### config.mk
export PLATFORM = sky130hd
export DESIGN_NAME = iter_divider
export DESIGN_NICKNAME = d
export VERILOG_FILES = /design/src/rtl/iter_divider.sv
export SDC_FILE = /design/constraint.sdc
export NUM_CORES = 1
export LEC_CHECK = 0
export CAP_MARGIN = 20
export CORE_ASPECT_RATIO = 0.5
export CORE_MARGIN = 10
export CORE_UTILIZATION = 40
export CTS_CLUSTER_DIAMETER = 50
export DETAILED_ROUTE_END_ITERATION = 10
export PLACE_DENSITY = 0.74
export SLEW_MARGIN = 20
export SYNTH_ARGS = -nofsm -noshare
export SYNTH_HDL_FRONTEND = slang
export SYNTH_SLANG_ARGS = --single-unit
### constraint.sdc
create_clock -name clk -period 3.1 [get_ports clk]
set_input_delay 0.62 -clock clk [delete_from_list [all_inputs] [get_ports clk]]
set_output_delay 0.62 -clock clk [all_outputs]
set_load 0.02 [all_outputs]
### src/rtl/iter_divider.sv
// Multi-cycle unsigned restoring divider: one quotient bit per clock, start/busy/done handshake.
// Divide-by-zero completes immediately with an all-ones quotient and the dividend as the remainder.
module iter_divider #(
    parameter int unsigned WIDTH = 16,
    parameter int unsigned CNT_W = 5
) (
    input  logic             clk,
    input  logic             rst_n,
    input  logic             start,
    input  logic [WIDTH-1:0] dividend,
    input  logic [WIDTH-1:0] divisor,
    output logic [WIDTH-1:0] quotient,
    output logic [WIDTH-1:0] remainder,
    output logic             carry_out,
    output logic             div_by_zero,
    output logic             busy,
    output logic             done
);

    typedef enum logic [1:0] {IDLE, CALC, DONE} state_t;

    state_t           state_q, state_d;
    logic [WIDTH-1:0] work_q, work_d;
    logic [WIDTH-1:0] prem_q, prem_d;
    logic [WIDTH-1:0] dsr_q, dsr_d;
    logic [CNT_W-1:0] cnt_q, cnt_d;
    logic [WIDTH-1:0] quo_q, quo_d;
    logic [WIDTH-1:0] rem_q, rem_d;
    logic             dbz_q, dbz_d;

    // The stored partial remainder is always below the divisor, so its top bit is
    // implicitly 0; the WIDTH+1-bit trial operand is formed from it each cycle.
    logic [WIDTH:0] shifted;
    logic [WIDTH:0] diff;

    assign shifted = {prem_q, work_q[WIDTH-1]};
    assign diff    = shifted - {1'b0, dsr_q};

    always_ff @(posedge clk) begin
        if (!rst_n) begin
            state_q <= IDLE;
            work_q  <= '0;
            prem_q  <= '0;
            dsr_q   <= '0;
            cnt_q   <= '0;
            quo_q   <= '0;
            rem_q   <= '0;
            dbz_q   <= 1'b0;
        end else begin
            state_q <= state_d;
            work_q  <= work_d;
            prem_q  <= prem_d;
            dsr_q   <= dsr_d;
            cnt_q   <= cnt_d;
            quo_q   <= quo_d;
            rem_q   <= rem_d;
            dbz_q   <= dbz_d;
        end
    end

    always_comb begin
        state_d = state_q;
        work_d  = work_q;
        prem_d  = prem_q;
        dsr_d   = dsr_q;
        cnt_d   = cnt_q;
        quo_d   = quo_q;
        rem_d   = rem_q;
        dbz_d   = dbz_q;
        unique case (state_q)
            IDLE: begin
                if (start) begin
                    if (divisor != '0) begin
                        work_d  = dividend;
                        dsr_d   = divisor;
                        prem_d  = '0;
                        cnt_d   = '0;
                        state_d = CALC;
                    end else begin
                        quo_d   = '1;
                        rem_d   = dividend;
                        dbz_d   = 1'b1;
                        state_d = DONE;
                    end
                end
            end
            CALC: begin
                if (!diff[WIDTH]) begin
                    prem_d = diff[WIDTH-1:0];
                    work_d = {work_q[WIDTH-2:0], 1'b1};
                end else begin
                    prem_d = shifted[WIDTH-1:0];
                    work_d = {work_q[WIDTH-2:0], 1'b0};
                end
                cnt_d = cnt_q + CNT_W'(1);
                if (cnt_q == CNT_W'(WIDTH - 1)) begin
                    quo_d   = work_d;
                    rem_d   = prem_d;
                    dbz_d   = 1'b0;
                    state_d = DONE;
                end
            end
            DONE:    state_d = IDLE;
            default: state_d = IDLE;
        endcase
    end

    assign quotient    = quo_q;
    assign remainder   = rem_q;
    assign div_by_zero = dbz_q;
    assign carry_out   = dbz_q;
    assign busy        = (state_q == CALC);
    assign done        = (state_q == DONE);

endmodule
==> metrics.cfg <==
[status]
status=complete, no violations

[hold_path]
hold_class=register to register

[timing]
relSlewSlack=0.6291
post-route-period-util=0.9218
rsz0062_at_grt=false
tightest_slew_ns=0.5550
drv_slew=0
fin_setup_tns_ns=0
report.final.hold_viol_count=0
fmax_ghz=0.3499
skew_ns=0.006662
setup_violations=0
period_minus_slack_ns=2.858

[finish]
syn_to_final_growth_pct=24.38
layout.cells.non_filler=771
antenna_cells=0
final_cell_area_um2=5637
drive_gt1_frac=0.08147
nets=675

[drt]
ant_nets=0
dr_total_vias=4050
wirelength_um=11800
drtIter0Drc=304
drtPass1Iterations=5
viasPerCell=5.253
wl_per_cell_um=15.31
drc=0

[cts]
clock_path_buffers=2
cts_resized=0
clock_sinks=88
htree_num_levels=3
clk_latency_ns=0.34
cts_inserted_buffers=9
cts_hold_buf=0
clkTransAtPathRegs_ns=0.06
root_buffer=clkbuf_16
tritoncts=built
cts_setup_buffers=0

[grt]
grt_max_degree=40
grt_pass1_wl_um=19670
track_usage=0.1492
antenna_found_initial=0
grt-ovfl-total=0
first_global_vias=3859

[synth]
ys_seq_area_frac=0.3887
synth-edff-count=0
synthTopCellsByArea=dfxtp_1 39%, nand2_1 7.8%, mux2i_1 6.2%
synth-async-reset-ratio=0
synth_commonest_cells=94 x nand2_1, 88 x dfxtp_1, 73 x nor2_1
synth_cells=562
synth_top_area_cell=dfxtp_1
synth_fp_nets=616
avgSynthCellArea_um2=8.064
yosysWarnings=0
syn_area_um2=4532
synth.distinct_cells=59
yosysMostFrequentCell=nand2_1
ys.flop_type=dfxtp_1
synth_seq_cells=88
synth_top_area_frac=0.3887

[floorplan]
core_area_um2=11010
die_y_um=95.27
die_area_um2=16250
rows=27
start_util=0.4115
io-pin-count=71
die_x_um=170.5

[critical_path]
cp.required_ns=3.31
start_kind=register
setup.worst_path.class=register to register
arrival_ns=3.06
end_kind=register
cp_max_fo=12

[power_and_ir_drop]
p_sw_w=0.002139
swShare=0.4116
p_clk_frac=0.196
powerDensity_nw_per_um2=921.9
ir_drop_v=0.0006092
p_int_w=0.003058
pwr-share-comb=0.543
p_leak_nw=2.166
finalPower_w=0.005197
seqPwrFrac=0.261

[place]
dp.cells=755
gp_congestion=0.8614
io_buffers=70
dpl_cell_area_um2=5358
place_hpwl_um=8907

[job]
cap_viol_max_count=0

==> flip-flops by register name, indices dropped and copies added (netlist names) <==
| signal | count |
|---|---|
| carry_out | 1 |
| cnt_q | 5 |
| dsr_q | 16 |
| prem_q | 16 |
| quotient | 16 |
| remainder | 16 |
| state_q | 2 |
| work_q | 16 |
==> metrics by stage <==
stage / utilization / hold WS [ns] / worst slack [ns]
floorplan: - / 0.4420 / 0.5915
global placement: 0.4865 / 0.4610 / 0.3619
detailed placement: 0.4865 / 0.4701 / 0.2885
CTS: 0.5118 / 0.4782 / 0.2605
global route: 0.5118 / 0.5014 / 0.1353
finish: 0.5118 / 0.4786 / 0.2423
==> cell usage in the layout, fill, tap and decap left out, drive strengths merged, types with 3 or more instances in the layout <==
master,n
a311oi,16
clkbuf,9
nand2,94
o211ai,5
o21ai,51
a21oi,20
or3,4
nand3,8
nand2b,9
mux2i,28
nor4,4
buf,14
nor3,35
clkdlybuf4s50,70
ha,18
and2,3
xor2,7
clkinv,5
a211oi,3
inv,23
a31oi,6
nor2,73
dfxtp,88
xnor2,6
==> area by class of cell <==
class / count / area, um^2
Clock buffer: 9 / 225.2
Clock inverter: 7 / 53.80
Fill cell: 1048 / 5376
Inverter: 21 / 78.83
Multi-Input combinational cell: 417 / 2505
Sequential cell: 88 / 1762
Tap cell: 145 / 181.4
Timing Repair Buffer: 84 / 830.8
==> layer usage <==
metal  vias up  wire (um)  track usage  share of wire
met1      1878       5614       0.1939           0.48
li1       2073          -            -              -
met3        12        716      0.03957          0.061
met5         -          0            0              0
met2        87       5296       0.2383           0.45
met4         0        174      0.04714          0.015
==> path summary, 6_finish.rpt <==
kind / to / slack (ns) / depth (start not counted) / startpoint
worst max-delay path: prem_q[8] / 0.24 / 11 / work_q[15]
worst min-delay path: prem_q[10] / 0.48 / 2 / prem_q[10]
worst max register to register: prem_q[8] / 0.24 / 11 / work_q[15]
worst min register to register: prem_q[10] / 0.48 / 2 / prem_q[10]
==> cell families after synthesis <==
kind of cell | share of synthesized area
simple gates | 0.2319
buf+inv | 0.05936
fa+ha+maj | 0.05411
flops | 0.3887
xor+xnor | 0.02927
mux | 0.06847
compound gates | 0.1681
==> worst max-delay path: stages (launching register included) <==
cell	delay, ns
dfxtp_1	0.35
inv_1	0.07
ha_1	0.22
fa_1	0.39
nand2b_1	0.19
a21o_4	0.23
a211oi_2	0.21
a211o_4	0.16
xor2_4	0.27
buf_12	0.19
mux2i_1	0.34
o21ai_1	0.10
==> power by group through the flow <==
stage	registers [W]	clock network, W	logic, W
floorplan	0.00134	0	0.00233
global placement	0.00137	0	0.00273
detailed placement	0.00138	0	0.00279
CTS	0.00135	0.00104	0.00280
global route	0.00137	0.00109	0.00308
finish	0.00136	0.00102	0.00282
Note: power is estimated with default switching activity, not from simulation.
